--- config.mk ---
export PLATFORM = sky130hd
export DESIGN_NAME = sensor_acq_sequencer
export DESIGN_NICKNAME = d
export VERILOG_FILES = /design/src/rtl/sensor_acq_sequencer.sv
export SDC_FILE = /design/constraint.sdc
export NUM_CORES = 1
export LEC_CHECK = 0
export BUFFER_PORTS_ARGS = -buffer_cell sky130_fd_sc_hd__buf_2
export CAP_MARGIN = 20
export CORE_ASPECT_RATIO = 0.6
export CORE_UTILIZATION = 45
export CTS_CLUSTER_SIZE = 25
export DETAILED_ROUTE_END_ITERATION = 6
export PLACE_DENSITY = 0.69
export SLEW_MARGIN = 10
export SYNTH_ARGS = -nofsm -noshare
export SYNTH_HDL_FRONTEND = slang
export SYNTH_SLANG_ARGS = --single-unit
--- constraint.sdc ---
create_clock -name clk -period 2.7 [get_ports clk]
set_clock_uncertainty 0.15 [all_clocks]
set_input_delay 0.405 -clock clk [delete_from_list [all_inputs] [get_ports clk]]
set_output_delay 0.405 -clock clk [all_outputs]
set_load 0.05 [all_outputs]
--- src/rtl/sensor_acq_sequencer.sv ---
// Trigger-driven acquisition sequencer: pulses enabled sensors in ascending order with a
// programmable gap, gathers their done edges and bounds the whole sequence with a timeout.
module sensor_acq_sequencer #(
    parameter int N_SENS = 10,
    parameter int GAP_W  = 8,
    parameter int TMO_W  = 16
) (
    input  logic              clk,
    input  logic              rst_n,
    input  logic              trigger,
    input  logic [N_SENS-1:0] en_bits,
    input  logic [GAP_W-1:0]  gap_cycles,
    input  logic [TMO_W-1:0]  timeout_cycles,
    input  logic [N_SENS-1:0] done_in,
    input  logic              clr_err,
    output logic [N_SENS-1:0] start_out,
    output logic              busy,
    output logic              seq_done,
    output logic [N_SENS-1:0] done_flags,
    output logic [N_SENS-1:0] timeout_flags,
    output logic [TMO_W-1:0]  seq_cycles,
    output logic              overrun_err
);

    // state | meaning
    // IDLE  | waiting for a trigger with a non-empty enable mask
    // ISSUE | emit one start pulse to the lowest pending channel
    // GAP   | idle spacing between consecutive start pulses
    // WAIT  | all pulses issued, waiting for done edges or timeout
    // FIN   | one-cycle end of sequence, seq_done asserted
    typedef enum logic [2:0] {IDLE, ISSUE, GAP, WAIT, FIN} state_t;

    state_t state, state_next;

    logic [N_SENS-1:0] mask;
    logic [N_SENS-1:0] pending;
    logic [N_SENS-1:0] issued;
    logic [N_SENS-1:0] done_prev;
    logic [GAP_W-1:0]  gap_cnt;
    logic [TMO_W-1:0]  elapsed;

    logic [N_SENS-1:0] rise;
    logic [N_SENS-1:0] done_upd;
    logic [N_SENS-1:0] pick;
    logic [N_SENS-1:0] pending_rest;
    logic              complete;
    logic              tmo_hit;
    logic              active;

    logic accept;
    logic issue_fire;
    logic tmo_fire;

    assign rise         = done_in & ~done_prev;
    assign done_upd     = done_flags | (rise & issued);
    assign pick         = pending & (~pending + 1'b1);
    assign pending_rest = pending & ~pick;
    assign complete     = ((done_flags & mask) == mask) && (pending == '0);
    // Timeout compares against the live input so software can extend or shorten a running sequence.
    assign tmo_hit      = (timeout_cycles != '0) && (elapsed == timeout_cycles) && !complete;
    assign active       = (state == ISSUE) || (state == GAP) || (state == WAIT);

    assign busy     = (state != IDLE);
    assign seq_done = (state == FIN);

    always_ff @(posedge clk or negedge rst_n) begin
        if (!rst_n) state <= IDLE;
        else        state <= state_next;
    end

    always_comb begin
        state_next = state;
        accept     = 1'b0;
        issue_fire = 1'b0;
        tmo_fire   = 1'b0;
        case (state)
            IDLE: begin
                if (trigger && (en_bits != '0)) begin
                    accept     = 1'b1;
                    state_next = ISSUE;
                end
            end
            ISSUE: begin
                if (tmo_hit) begin
                    tmo_fire   = 1'b1;
                    state_next = FIN;
                end else begin
                    issue_fire = 1'b1;
                    if (pending_rest == '0)      state_next = WAIT;
                    else if (gap_cycles == '0)   state_next = ISSUE;
                    else                         state_next = GAP;
                end
            end
            GAP: begin
                if (tmo_hit) begin
                    tmo_fire   = 1'b1;
                    state_next = FIN;
                end else if (gap_cnt <= GAP_W'(1)) begin
                    state_next = ISSUE;
                end
            end
            WAIT: begin
                if (complete) begin
                    state_next = FIN;
                end else if (tmo_hit) begin
                    tmo_fire   = 1'b1;
                    state_next = FIN;
                end
            end
            FIN:     state_next = IDLE;
            default: state_next = IDLE;
        endcase
    end

    always_ff @(posedge clk or negedge rst_n) begin
        if (!rst_n) begin
            mask          <= '0;
            pending       <= '0;
            issued        <= '0;
            done_prev     <= '0;
            gap_cnt       <= '0;
            elapsed       <= '0;
            start_out     <= '0;
            done_flags    <= '0;
            timeout_flags <= '0;
            seq_cycles    <= '0;
            overrun_err   <= 1'b0;
        end else begin
            done_prev <= done_in;
            start_out <= issue_fire ? pick : '0;

            // A new overrun in the same cycle as clr_err must not be lost.
            if (trigger && (state != IDLE)) overrun_err <= 1'b1;
            else if (clr_err)               overrun_err <= 1'b0;

            if (accept) begin
                mask          <= en_bits;
                pending       <= en_bits;
                issued        <= '0;
                done_flags    <= '0;
                timeout_flags <= '0;
                elapsed       <= '0;
            end else if (active) begin
                done_flags <= done_upd;
                if (elapsed != '1) elapsed <= elapsed + 1'b1;
            end

            if (issue_fire) begin
                pending <= pending_rest;
                issued  <= issued | pick;
            end

            if ((state == ISSUE) && (state_next == GAP)) gap_cnt <= gap_cycles;
            else if (state == GAP)                       gap_cnt <= gap_cnt - 1'b1;

            // done_upd, not done_flags: a done edge coinciding with the timeout counts as done.
            if (tmo_fire)          timeout_flags <= mask & ~done_upd;
            if (state_next == FIN) seq_cycles    <= elapsed;
        end
    end

endmodule

Word level (Yosys, flattened, before mapping)
Index checks and enable logic that the tools add are counted.
W data, S select, Z words.
Storage, ports and cells
  logic and storage cells: 92
  flip-flop bits (word level): 114
  bits of input ports: 48
  output and inout bits: 49
Operators by class
  magnitude comparators: 1
  equality and inequality tests: 9
  reductions and logical operators: 24
  bitwise logic cells: 12
  multiplexer cells: 31
  add/sub/neg operators: 3
Operator list (number)
  $mux W10: 8
  $and A10 B10 Y10: 6
  $mux W16: 3
  $not A10 Y10: 4
  $logic_not A10 Y1: 2
  $or A10 B10 Y10: 2
  $mux W3: 6
  $add A16 B1 Y16 const B: 1
  $eq A16 B16 Y1: 1
  $mux W8: 2
  $ne A16 B16 Y1 const B: 1
  $reduce_bool A16 Y1: 1
  $pmux W3 S4: 1
  $reduce_bool A2 Y1: 6
  $add A10 B1 Y10 const B: 1
  $eq A10 B10 Y1: 1
  $reduce_bool A10 Y1: 1
  $eq A3 B2 Y1 const B: 3
  $le A8 B1 Y1 const B: 1
  $logic_not A8 Y1: 1
  $mux W1: 8
  $sub A8 B1 Y8 const B: 1
  $eq A3 B3 Y1 const B: 2
  $logic_and A1 B1 Y1: 6
  other kinds (9): 11

Logic depth before layout (Yosys ltp)
Gate-level depths: netlist (run 1).
  depth in word-level cells: 12
  gate-level depth with buffers: 8
  gate-level depth less buffers: 6

Worst setup path before layout (run 1)
No wires, ideal clock.
  kind: register to register
  start: register done_flags[0]
  end: register seq_cycles[10]
  stages on the path, launching flop included: 8
  period minus slack after synthesis: 2764 ps
  data required time: 2425 ps
  setup slack: -64 ps
  data arrival time: 2489 ps
  path buffers: 1
  library setup time: 125 ps
  cells stage by stage: dfrtp_1 > nor2b_1 > or4_1 > nor2_4 > a2111oi_2 > o31ai_4 > buf_8 > mux2_4
Between the ends
  word-level cells in the longest chain between the ends: 9
  elaborated cells on any way between the ends: 11
  classes of those cells: 2 x eq/ne; 5 x mux; 1 x bitwise; 3 x reduce/logical
RTL lines
  start: declaration: RTL line 19  | output logic [N_SENS-1:0] done_flags,
  start signal: assignment: RTL line 144  | done_flags <= done_upd;
  $and A10 B10 Y10 *: RTL line 58  | assign complete = ((done_flags & mask) == mask) && (pending == '0);
  $eq A10 B10 Y1 *: RTL line 58
  $logic_and A1 B1 Y1 *: RTL line 58
  $logic_not A1 Y1: RTL line 60  | assign tmo_hit = (timeout_cycles != '0) && (elapsed == timeout_cycles) && !complete;
  $logic_and A1 B1 Y1: RTL line 60
  $mux W3: RTL line 105  | end else if (tmo_hit) begin
  $mux W3: RTL line 103  | if (complete) begin
  $pmux W3 S4 *: RTL line 76  | case (state)
  $eq A3 B3 Y1 *: RTL line 158  | if (state_next == FIN) seq_cycles <= elapsed;
  end signal: assignment: RTL line 158
  end: declaration: RTL line 21  | output logic [TMO_W-1:0] seq_cycles,
Mark *: on every way between the ends. The rest lies on a longest branch, timed or not.
A chain may end at the register's enable or synchronous reset.

Worst setup path after layout (run 1)
  start: register mask[0]
  end: register seq_cycles[3]
Between the ends
  word-level cells in the longest chain between the ends: 9
  elaborated cells on any way between the ends: 11
  classes of those cells: 2 x eq/ne; 5 x mux; 1 x bitwise; 3 x reduce/logical
RTL lines
  start: declaration: RTL line 35  | logic [N_SENS-1:0] mask;
  start signal: assignment: RTL line 137  | mask <= en_bits;
  $and A10 B10 Y10: RTL line 58
  $eq A10 B10 Y1 *: RTL line 58
  $logic_and A1 B1 Y1 *: RTL line 58
  $logic_not A1 Y1: RTL line 60
  $logic_and A1 B1 Y1: RTL line 60
  $mux W3: RTL line 105
  $mux W3: RTL line 103
  $pmux W3 S4 *: RTL line 76
  $eq A3 B3 Y1 *: RTL line 158
Marked as above.

==> results of run 1 <==
==> path summary, 6_finish.rpt <==
| kind | slack (ps) | end | cells past startpoint |
|---|---|---|---|
| min in group asynchronous | 450 | timeout_flags[4] | 2 |
| max reg2reg | 80 | seq_cycles[3] | 7 |
| min reg2reg | 320 | mask[5] | 2 |
| max | 80 | seq_cycles[3] | 7 |
| min | 30 | overrun_err | 2 |
| max in group asynchronous | 1240 | gap_cnt[6] | 3 |
==> layer usage <==
metal  GRT usage [%]  routed length, um
met1            34.6               6790
met2            36.6               6280
met3            5.72               1110
met4            8.13                244
met5               0                  0
==> per-stage QoR <==
| stage | power (uW) | cells |
|---|---|---|
| 3_5_place_dp | 4960 | 784 |
| 2_1_floorplan | 4200 | 522 |
| 3_3_place_gp | 4870 | 784 |
| 4_1_cts | 7050 | 826 |
| 5_1_grt | 7470 | 828 |
| 6_report | 7060 | 828 |
==> cells in the mapped netlist, types with 2 or more instances <==
cell type	count	area [um^2]
sky130_fd_sc_hd__dfrtp_1	114	2850
sky130_fd_sc_hd__nand2_1	66	248
sky130_fd_sc_hd__nor2_1	52	195
sky130_fd_sc_hd__o21ai_0	20	100
sky130_fd_sc_hd__a21oi_1	19	95.1
sky130_fd_sc_hd__inv_1	19	71.3
sky130_fd_sc_hd__xor2_1	19	166
sky130_fd_sc_hd__nand3_1	16	80.1
sky130_fd_sc_hd__nor4_1	16	100
sky130_fd_sc_hd__xnor2_1	16	140
sky130_fd_sc_hd__mux2_2	15	169
sky130_fd_sc_hd__o211ai_1	14	105
sky130_fd_sc_hd__clkbuf_1	11	41.3
sky130_fd_sc_hd__mux2i_1	11	110
sky130_fd_sc_hd__a32o_1	9	90.1
sky130_fd_sc_hd__mux2_4	9	135
sky130_fd_sc_hd__nand4_1	9	56.3
sky130_fd_sc_hd__nor3_1	9	45.0
sky130_fd_sc_hd__and3_1	7	43.8
sky130_fd_sc_hd__nor2b_1	7	43.8
sky130_fd_sc_hd__a211oi_1	6	45.0
sky130_fd_sc_hd__buf_2	4	20.0
sky130_fd_sc_hd__buf_6	4	45.0
sky130_fd_sc_hd__or3_1	4	25.0
sky130_fd_sc_hd__or4_1	4	30.0
sky130_fd_sc_hd__buf_4	3	22.5
sky130_fd_sc_hd__ha_1	3	37.5
sky130_fd_sc_hd__o311ai_0	3	26.3
sky130_fd_sc_hd__a2111oi_2	2	30.0
sky130_fd_sc_hd__and2_1	2	12.5
sky130_fd_sc_hd__and4_1	2	17.5
sky130_fd_sc_hd__buf_1	2	7.51
sky130_fd_sc_hd__nor2_4	2	22.5
sky130_fd_sc_hd__o22ai_1	2	12.5
==> layout by cell type (no fill, tap or decap), types with 3 or more instances in the layout <==
master / Yosys / final
sky130_fd_sc_hd__dfrtp_1: 114 / 110
sky130_fd_sc_hd__buf_2: 4 / 95
sky130_fd_sc_hd__nand2_1: 66 / 66
sky130_fd_sc_hd__nor2_1: 52 / 52
sky130_fd_sc_hd__buf_4: 3 / 29
sky130_fd_sc_hd__o21ai_0: 20 / 20
sky130_fd_sc_hd__inv_1: 19 / 19
sky130_fd_sc_hd__xor2_1: 19 / 19
sky130_fd_sc_hd__a21oi_1: 19 / 19
sky130_fd_sc_hd__clkbuf_16: 0 / 17
sky130_fd_sc_hd__nand3_1: 16 / 16
sky130_fd_sc_hd__nor4_1: 16 / 16
sky130_fd_sc_hd__xnor2_1: 16 / 16
sky130_fd_sc_hd__mux2_2: 15 / 15
sky130_fd_sc_hd__o211ai_1: 14 / 14
sky130_fd_sc_hd__mux2i_1: 11 / 11
sky130_fd_sc_hd__dlygate4sd3_1: 0 / 11
sky130_fd_sc_hd__nor3_1: 9 / 9
sky130_fd_sc_hd__nand4_1: 9 / 9
sky130_fd_sc_hd__mux2_4: 9 / 9
sky130_fd_sc_hd__a32o_1: 9 / 9
sky130_fd_sc_hd__nor2b_1: 7 / 7
sky130_fd_sc_hd__and3_1: 7 / 7
sky130_fd_sc_hd__a211oi_1: 6 / 6
sky130_fd_sc_hd__clkinvlp_4: 0 / 5
sky130_fd_sc_hd__buf_12: 0 / 5
sky130_fd_sc_hd__or4_1: 4 / 4
sky130_fd_sc_hd__or3_1: 4 / 4
sky130_fd_sc_hd__clkinv_2: 0 / 4
sky130_fd_sc_hd__dfrtp_2: 0 / 4
sky130_fd_sc_hd__o311ai_0: 3 / 3
sky130_fd_sc_hd__ha_1: 3 / 3
==> registers in the layout (all words and copies together), names as in the netlist, 8 cells and up <==
signal,flops
elapsed,16
issued,10
gap_cnt,8
done_flags,10
mask,10
pending,10
seq_cycles,16
start_out,10
done_prev,10
timeout_flags,10
==> power groups by stage <==
stage / clock [uW] / sequential (uW) / combinational, uW
after CTS: 2080 / 2580 / 2390
after floorplan: 0 / 2730 / 1470
after detailed placement: 0 / 2600 / 2360
final: 2050 / 2590 / 2420
after global routing: 2170 / 2650 / 2650
after global placement: 0 / 2590 / 2290
==> cells by family after synthesis <==
logic type | Yosys count
adders and majority gates | 4
xor gates and xnor gates | 35
muxes | 35
AOI/OAI and AO/OA | 85
buffers and inverters | 44
DFF | 114
and+or+nand+nor | 205
==> cell type report <==
cell class	count	share of cell area [%]
sequential	114	40.8
multi-input combinational	364	34.7
timing repair buffer	140	12.9
clock buffer	18	6.13
tap	160	2.86
clock inverter	13	1.63
inverter	19	1.02
==> worst max-delay path, stage by stage (launching register included) <==
cell and delay [ps]:
sky130_fd_sc_hd__dfrtp_1 380, sky130_fd_sc_hd__nor2b_1 140, sky130_fd_sc_hd__or4_1 550, sky130_fd_sc_hd__nor2_4 300, sky130_fd_sc_hd__a2111oi_4 130, sky130_fd_sc_hd__o31ai_4 260, sky130_fd_sc_hd__buf_4 230, sky130_fd_sc_hd__mux2_2 350
==> what timing repair did <==
item / 4_1_cts / 5_1_grt
endpoints found under the hold margin: 67 / 0
setup buffers: 0 / 2
hold buffers: 11 / 0
endpoints found under the setup margin: 0 / 10
gates resized for setup: 0 / 2
==> out/summary.md, run 1 <==
The share of the clock period used by the worst path after layout was 97.1%. Of the post-synthesis cell area, the part taken by muxes is 7.56%. The remaining global-route overflow was 0. A synthesized cell averages 10.5 um^2. After detailed routing, the total wire length is 14,400 um.

The analysis attributes to net switching a power of 2720 uW. The H-tree was split into 4 levels. The worst pin sits at a relative slew slack of 48.0%. The multi-input gate area in the final layout came out at 0.00243 mm^2. The full die area is 0.0126 mm^2. STA classifies the critical path startpoint as a register.

The total inserted antenna cells was 0. The distinct cell type count after synthesis is 55, and the net count reported at finish is 707. The analysis attributes to cell leakage a power of 0.00342 uW.

At the worst endpoint, the arrival time is 2770 ps. Entering global routing, the biggest net connects 61 pins. The synthesized netlist devotes 11.2% of its cell area to compound gates. TritonCTS built the clock tree. The number of antenna violations at the first check in global routing is 0, and the later-pin clock latency in the skew report is 420 ps. The logs give 0.0116 mm^2 for the core footprint and 4350 uW for the internal power contribution. Adding up every negative setup slack in the final design gives 0 ps.

The run finished with clean final reports. From left edge to right edge, the die measures 144 um. The clock sink count came out at 114. Setup violations remaining at the end of the flow were counted as 0. The I/O pin count was 97.

The share of final-layout standard cells stronger than drive strength 1 is 30.5%, and the synthesized-area fraction occupied by adder cells is 0.868%. Counting flops with a built-in enable in the synthesized netlist gives 0. In this run switching power makes up 38.5% of total power.

Of the synthesized area, sequential elements account for 52.1%. In this run, flip-flops and latches consume 36.7% of the power. In this run, synthesis produced a sequential element count of 114. The worst hold path class is in -> reg. The via density per instance is 5.59. The hold violation count in the final report was 0. The count of port buffers added during placement is 96. For the highest clock rate, the log shows 381 MHz.

The count of nets left with antenna violations once routing finished came out at 0. At the end of routability-driven placement, the weighted congestion stood at 0.908. After Yosys synthesis, XOR and XNOR cells account for 5.59% of the synthesized area. In this run the power density over the cells is 1010 mW/mm^2. The total via count after detailed routing is 4,630. The startpoint of the most critical register-to-register path was mask[0].

For the register area, the log shows 0.00286 mm^2. The tools report the post-placement worst setup slack as 48.5 ps. Worst hold margin: 26.0 ps.

The number of buffers created by CTS was 17; the mean routed wirelength per cell was 17.4 um. The post-layout minimum cycle time is 2620 ps. The floorplan has 30 rows. In this run the worst setup path begins at mask[0]. The logs give 0.00700 mm^2 for the final standard cell area without fillers and 77.4 ps for the worst path setup slack after routing. Across the run, the number of max-cap violations was 0. The die is 87.5 um tall. Total routing usage reported by global routing: 24.4%. The first global-routing pass estimated 22,800 um of wire. The fraction of power consumed by the clock network was 29.1%; the number of nets in the synthesized netlist was 573. In the synthesized netlist, the number of instances is 522.

Cell at the root of the clock tree: sky130_fd_sc_hd__clkbuf_16. Setup repair after global routing left no endpoint under its margin. After detailed routing, the number of remaining DRC violations is 0. For the clock tree buffer depth, the log shows 2. The origin of the worst min-delay path was clr_err. The effective utilization at floorplan came out at 47.4%. The post-DP HPWL is 10,500 um, and the count of fill cells added during filler insertion is 962. After synthesis, the largest family of logic cells by area is simple AND/OR/NAND/NOR gates. During synthesis, Yosys emitted a total of 0 warnings. The transition at the pin with the smallest max-transition slack was 780 ps. The nature of the critical path endpoint was a register. For the worst setup path, the data required time is 2850 ps. For this run, the detailed router's first-pass iteration total came to 6.

For this run, the leading register cell type out of synthesis is sky130_fd_sc_hd__dfrtp_1. Number of global-route vias before repair: 4,499. The area growth from synthesis to layout is 27.8%.

Combinational logic is responsible for 34.3% of the overall power. Measured on the finished design, the core utilization comes to 60.6%. Clock-pin slew was measured on the worst setup and hold paths at 60 ps. Of all nets on the critical path, the largest fanout is 9. In this run the cell area measured after placement is 0.00630 mm^2. The worst-case vdd ir drop came out at 0.556 mV.

Final number of max-transition violations: 0. In this run, the number of DRC markers left after iteration 0 of detailed routing was 329. The setup path with the least slack is of type reg -> reg.

The async set-reset flop share out of synthesis was 100%; the cell area after synthesis was 0.00548 mm^2. The simple-gate share of the synthesized area came out at 18.7%.
Power figures use the tool's default switching activity.
==> inputs of run 2 (changes only) <==
--- a/config.mk
+++ b/config.mk
@@ -8,10 +8,10 @@
 export BUFFER_PORTS_ARGS = -buffer_cell sky130_fd_sc_hd__buf_2
 export CAP_MARGIN = 20
 export CORE_ASPECT_RATIO = 0.6
-export CORE_UTILIZATION = 45
+export CORE_UTILIZATION = 50
 export CTS_CLUSTER_SIZE = 25
 export DETAILED_ROUTE_END_ITERATION = 6
-export PLACE_DENSITY = 0.69
+export PLACE_DENSITY = 0.73
 export SLEW_MARGIN = 10
 export SYNTH_ARGS = -nofsm -noshare
 export SYNTH_HDL_FRONTEND = slang
==> constraint.sdc (replaced) <==
create_clock -name clk -period 3.2 [get_ports clk]
set_clock_uncertainty 0.15 [all_clocks]
set_input_delay 0.48 -clock clk [delete_from_list [all_inputs] [get_ports clk]]
set_output_delay 0.48 -clock clk [all_outputs]
set_load 0.05 [all_outputs]
==> run 2 against run 1 <==
Routed wire length down 5.6%. Clock-buffer cell count rose by 1. Final area is 4.5% lower. Sequential power is 13% lower. Sequential cell count unchanged. Hold slack improved by 7.4 ps. First-iteration DRC count rose by 12%. Die area is 9.8% lower. Non-clock buffer count down 34. Power fell by 15%. Critical endpoint unchanged.
==> out/summary.md, run 2 (synthesis results as in run 1) <==
The detailed router put a total of 6190 um of wire on met1. Share of final-layout standard cells stronger than drive strength 1: 27.9%. Sequential cells burn 37.7% of the power. Setup repair after global routing left no endpoint under its margin. Startpoint of the most critical register-to-register path: pending[3]. The clock input transition at the sequential cells of the worst setup and hold paths is 60 ps. In this run the critical register-to-register path is captured at seq_cycles[3]. The initialized floorplan defines 29 standard-cell rows. Fraction of power consumed by the clock network: 32.1%.

The pre-antenna-repair detailed-routing pass consisted of 5 iterations. Uppermost layer routed: met4. Detailed placement finished with a half-perimeter wire length of 9850 um. The region available for standard cell placement spans 0.0106 mm^2. Detailed routing placed a total of 6000 um of wire on met2. The tools report the worst hold margin as 33.4 ps. For the post-detailed-route DRC marker count, the log shows 0. The largest registers in the layout are elapsed (16), seq_cycles (16). In this run the deepest clock path goes through 2 buffers.

The floorplan step defined a die boundary enclosing 0.0114 mm^2. The logs give 0.00328 uW for the static leakage and 13,600 um for the aggregate routed wire length. The count of port buffers added during placement was 96. The instance count along the most critical hold path was 1; the number of antenna violations at the first check in global routing was 0. For the routability congestion estimate from global placement, the log shows 0.933.

Detailed routing inserted a total of 4,551 vias. The share of the clock period used by the worst path after layout works out to 87.8%. The area growth from synthesis to layout is 22.1%. Post-layout minimum cycle time: 2810 ps. The die is 137 um wide. The switching power was 2260 uW; the register area was 0.00285 mm^2. CTS placed an instance of sky130_fd_sc_hd__clkbuf_16 at the clock tree root. After filler insertion, the fill cell instance count of the layout stands at 865. In this run the vertical extent of the chip is 83.1 um. The multi-input combinational cells in the finished layout cover a total of 0.00240 mm^2. The total inserted antenna cells is 0.

TritonCTS built the clock tree. Cell internal power was estimated by the tool at 3710 uW. The remaining global-route overflow was 0; the later-pin clock latency in the skew report was 420 ps.

For the worst flop-to-flop path, the logic depth is 7. The worst setup path is launched from a register. The worst hold path class was in -> reg. Counting the buffers created by CTS gives 17. The worst path arrival time was 2960 ps; the combinational cell fraction of total power was 30.3%. Of the total power, the share spent switching nets is 37.8%.

The hold violation count in the final report was 0. The transition at the pin with the smallest max-transition slack was 676 ps. The top cell types in the final layout, fill and taps aside, are sky130_fd_sc_hd__dfrtp_1 (114), sky130_fd_sc_hd__buf_2 (95), sky130_fd_sc_hd__nand2_1 (66). The worst pin sits at a relative slew slack of 54.9%. The top fanout value on the critical path is 17. In this run the remaining antenna-violating nets after routing total 0. The origin of the worst min-delay path was done_in[9]. In this run the power density over the cells is 893 mW/mm^2.

The mean routed wirelength per cell was 17.6 um. The tool flagged a number of max-cap violations equal to 0. The critical path in this run is classified as reg -> reg.

The final number of max-transition violations was 0; the final number of setup-violating endpoints was 0. The worst-case IR drop observed on VDD is 0.519 mV. Entering global routing, the biggest net connects 62 pins. The run finished with clean final reports. The worst setup path is captured at a register. Global routing used 26.2% of the available tracks across all layers. After the first detailed-routing iteration, the DRC count stood at 367. The run gives 22,500 um as the first-pass GRT wire length. The worst register-to-register path has a setup slack of 390 ps.

In the final design database the tool counted 673 nets. Data on the critical path is required at its endpoint by 3350 ps. The maximum level of the CTS H-tree was 4; the via density per instance was 5.88. The aggregate negative setup slack is 0 ps. The I/O pin count was 97. Leaving out fill and tap cells, the most frequent cell in the layout is sky130_fd_sc_hd__dfrtp_1. In the detailed route, the total length drawn on met3 is 1170 um. The initial utilization of the core area, before any placement, comes to 51.7%. For this design, the sink count on the clock tree is 114.

The highest clock rate is 356 MHz. For hold timing, the worst endpoint is done_prev[9]. Post-CTS timing repair inserted 0 buffers for setup.

For the number of global-route vias before repair, the log shows 4,452.
[run 2: cell count changes in the layout (fill, tap and decap cells not counted), sizes merged]
cell | before | now
buf | 129 | 105
bufinv | 1 | 3
clkinv | 5 | 4
inv | 21 | 20
clkbuf | 18 | 19
dlygate4sd3 | 11 | 1
[run 2: layer usage]
layer | track usage (%) | up-vias
met5 | 0 | -
met4 | 10.2 | 0
met3 | 7.14 | 28
met2 | 37.9 | 216
met1 | 37.4 | 2247
li1 | - | 2060
[run 2: worst max-delay path by stage]
stage / startpoint / to / slack [ps] / depth (start not counted)
floorplan: done_flags[0] / seq_cycles[10] / 440 / 7
global placement: timeout_cycles[0] / seq_cycles[14] / 490 / 8
detailed placement: pending[3] / seq_cycles[3] / 410 / 7
CTS: pending[3] / seq_cycles[3] / 420 / 7
global route: pending[3] / seq_cycles[3] / 240 / 7
finish: pending[3] / seq_cycles[3] / 390 / 7
[run 2: what timing repair did]
| item | CTS | global route |
|---|---|---|
| resized for setup | 0 | 0 |
| endpoints found under the hold margin | 53 | 0 |
| hold buffers | 1 | 0 |
[run 2: metrics by stage]
stage	utilization (%)	setup slack (ps)	area (um^2)	std cells	total power [uW]
global placement	57.4	492	6080	741	3940
floorplan	-	436	5480	522	3540
detailed placement	57.4	413	6080	741	4040
finish	63.1	389	6690	774	5970
CTS	63.1	418	6690	774	5980
global route	63.1	243	6690	774	6310
[run 2: power groups by stage]
stage	registers (uW)	clock network (uW)	logic, uW
2_1_floorplan	2300	0	1240
3_3_place_gp	2230	0	1710
3_5_place_dp	2260	0	1780
4_1_cts	2240	1940	1800
5_1_grt	2300	2010	1990
6_report	2250	1910	1810
[run 2: cell type report]
type / instances / area share [%]
inverters: 19 / 1.07
well taps: 139 / 2.60
clock inverters: 13 / 2.39
clock buffers: 19 / 6.62
multi-input cells: 364 / 35.9
repair buffers: 106 / 8.75
flip-flops and latches: 114 / 42.6
[run 2: critical path, cell delays in order (launching register included)]
cell	delay, ps
sky130_fd_sc_hd__dfrtp_1	490
sky130_fd_sc_hd__nor4_4	490
sky130_fd_sc_hd__nand3_2	190
sky130_fd_sc_hd__nor3_4	300
sky130_fd_sc_hd__a2111oi_2	150
sky130_fd_sc_hd__o31ai_4	220
sky130_fd_sc_hd__buf_4	330
sky130_fd_sc_hd__mux2_2	380
==> inputs of run 3 (changes only) <==
--- a/config.mk
+++ b/config.mk
@@ -5,13 +5,12 @@
 export SDC_FILE = /design/constraint.sdc
 export NUM_CORES = 1
 export LEC_CHECK = 0
-export BUFFER_PORTS_ARGS = -buffer_cell sky130_fd_sc_hd__buf_2
 export CAP_MARGIN = 20
 export CORE_ASPECT_RATIO = 0.6
 export CORE_UTILIZATION = 50
 export CTS_CLUSTER_SIZE = 25
 export DETAILED_ROUTE_END_ITERATION = 6
-export PLACE_DENSITY = 0.73
+export DONT_BUFFER_PORTS = 1
 export SLEW_MARGIN = 10
 export SYNTH_ARGS = -nofsm -noshare
 export SYNTH_HDL_FRONTEND = slang
==> run 3 against run 2 <==
Critical endpoint is now seq_cycles[10]. Die area did not move. Non-clock buffer count fell by 79. First-iteration DRC count fell by 36%. Maximum frequency rose by 3.0%. Clock power rose by 6%. Via count fell by 9.3%. The run now ends with negative hold slack left. Setup slack improved by 81 ps. Power rose by 0.17%. Clock-buffer cell count rose by 4. Core utilization fell by 3.0 points. Final cell count fell by 10%.
==> out/summary.md, run 3 (synthesis results as in run 1) <==
The remaining global-route overflow was 0; the max-capacitance violation count was 0. The repair_antennas step left the layout with diodes totalling 0. The run gives 114 as the clock sink count.

The post-DP HPWL came out at 9440 um. The switching power was 2160 uW. Buffers inserted during clock tree synthesis total 17. Registers are responsible for 38.9% of the overall power. The tools report the total via count after detailed routing as 4,126. In the detailed route, the total length drawn on met3 is 1060 um. The utilization of the core after routing came out at 60.1%. Static timing analysis puts the maximum clock frequency at 366 MHz. Setup violations remaining at the end of the flow were counted as 0.

The uppermost layer routed is met4. The static leakage came out at 0.00292 uW. The DRC violation total after the first TritonRoute iteration was 236.

The die covers 0.0114 mm^2. In this run the power density over the cells is 939 mW/mm^2. The worst hold path class was in -> async. The run finished, with violations left. Combinational cells account for 27.3% of the total power. The setup path with the least slack is of type reg -> reg. TritonCTS built the clock tree. The clock input transition at the sequential cells of the worst setup and hold paths works out to 50 ps. CTS placed an instance of sky130_fd_sc_hd__clkbuf_16 at the clock tree root.

The floorplan has 29 rows. In this run the tightest slew margin relative to its limit is 41.0%. Data arrives at the worst endpoint at 2870 ps. Once the floorplan was initialized, standard cells occupied 51.7% of the core.

In the final layout, the registers with the most flip-flops are elapsed (16), seq_cycles (16). Post-layout minimum cycle time: 2730 ps. For the total met2 wirelength after detailed routing, the log shows 5500 um.

The via density per instance is 5.94, and the hold violation count in the final report is 114. The die is 137 um wide. The area overhead of the layout relative to synthesis was 16.3%; the post-placement worst setup slack was 493 ps.

The first TritonRoute pass finished after 6 iterations. The tools report the number of antenna violations at the first check in global routing as 0. Top fanout value on the critical path: 17. The logs give 0 for the number of resized instances in the post-cts repair step and 6550 um for the wire length on met1. The tools report the final number of max-transition violations as 0. The share of the clock period used by the worst path after layout is 85.3%, and the remaining antenna violation count after routing is 0.

The transition at the pin with the smallest max-transition slack came out at 881 ps. The number of global-route vias before repair was 4,056; the count of port buffers added during placement was 0. After clock tree synthesis, the setup repair step added 0 buffers. The switching power as a share of total power was 36.1%; the aggregate negative setup slack was 0 ps. Registers take 0.00285 mm^2. After filler insertion, the fill cell instance count of the layout stands at 938. The share of final-layout standard cells stronger than drive strength 1 was 16.0%; the routability congestion estimate from global placement was 0.903. The worst setup path is launched from a register. At the end of the flow, the number of nets in the layout was 594. The finished cells cover 0.00637 mm^2. The worst hold margin was -380 ps.

The fraction of power consumed by the clock network was 33.8%; the overall die height was 83.1 um. At the worst endpoint, the required time is 3340 ps. The floorplan step defined a core boundary enclosing 0.0106 mm^2.

The pin count of the biggest net entering global routing is 115, and the mean routed wirelength per cell is 19.2 um. The internal power of the cells totals 3820 uW. In this run the cell area measured after placement is 0.00564 mm^2. The worst setup path is captured at a register. The worst-case IR drop observed on VDD is 0.478 mV.

The first-pass GRT wire length is 22,000 um. Setup repair after global routing left no endpoint under its margin. The I/O pin count came out at 97.

The routed design has 13,400 um of wire. In the layout the commonest cells are sky130_fd_sc_hd__dfrtp_1 (114), sky130_fd_sc_hd__nand2_1 (66), sky130_fd_sc_hd__nor2_1 (52). The clock tree synthesis step divided the H-tree into 4 levels.

The run gives 470 ps as the worst path setup slack after routing. Across every metal layer, demand over resource in global routing totals 25.8%. For the clock tree buffer depth, the log shows 2.

The checks that failed: negative hold slack. The library cell used most frequently in the layout, excluding fill and tap cells, is sky130_fd_sc_hd__dfrtp_1. For this run, design rule violations remaining after detail routing come to 0.

Summing all multi-input logic gate instances after layout gives 0.00241 mm^2. The logs give 10 for the hold-fix buffer count after cts and 410 ps for the later-pin clock latency in the skew report.
[run 3: changes by cell type in the layout (fill, tap and decap cells not counted), moves of 2 or more]
cell / delta
sky130_fd_sc_hd__buf_4: +9
sky130_fd_sc_hd__buf_12: -2
sky130_fd_sc_hd__dlygate4sd3_1: +9
sky130_fd_sc_hd__buf_2: -95
sky130_fd_sc_hd__clkbuf_8: +2
sky130_fd_sc_hd__clkbuf_1: +2
sky130_fd_sc_hd__clkinvlp_4: -2
[run 3: path summary, 6_finish.rpt]
kind                                    end  startpoint  slack, ps  cells past startpoint
max                          seq_cycles[10]  elapsed[9]        470                      7
min                        timeout_flags[3]       rst_n       -380                      0
max reg2reg                  seq_cycles[10]  elapsed[9]        470                      7
min reg2reg                         mask[9]     mask[9]        320                      2
max in group asynchronous        gap_cnt[5]       rst_n       3060                      0
min in group clk                overrun_err     clr_err         20                      1
[run 3: power groups by stage]
stage / clock, uW / sequential [uW] / combinational [uW]
6_report: 2020 / 2330 / 1630
5_1_grt: 2120 / 2390 / 1820
4_1_cts: 2040 / 2330 / 1620
3_5_place_dp: 0 / 2350 / 1600
3_3_place_gp: 0 / 2340 / 1570
2_1_floorplan: 0 / 2300 / 1240
[run 3: layer usage]
layer  vias up  global-route usage, %
li1       1899                      -
met1      2036                   39.8
met2       166                   34.0
met3        25                   6.84
met4         0                   10.2
met5         -                      0
[run 3: stage by stage]
step,total power [uW],instances,hold slack (ps)
floorplan,3540,522,34.4
global placement,3910,653,37.8
detailed placement,3950,653,38.3
CTS,5990,695,-393
global route,6330,695,-401
finish,5980,695,-380
[run 3: worst max-delay path, cell delays in order, from the launching register on]
cell and delay, ps:
sky130_fd_sc_hd__dfrtp_1 470, sky130_fd_sc_hd__xor2_1 180, sky130_fd_sc_hd__nor4_1 320, sky130_fd_sc_hd__nand4_1 330, sky130_fd_sc_hd__a2111oi_2 480, sky130_fd_sc_hd__o31ai_4 100
sky130_fd_sc_hd__buf_4 240, sky130_fd_sc_hd__mux2_4 320
[run 3: layout make-up]
type,instances,share of cell area [%]
clock buffer,23,7.50
clock inverter,9,2.40
inverter,19,1.12
multi-input combinational,364,37.9
sequential,114,44.8
tap,139,2.73
timing repair buffer,27,3.57
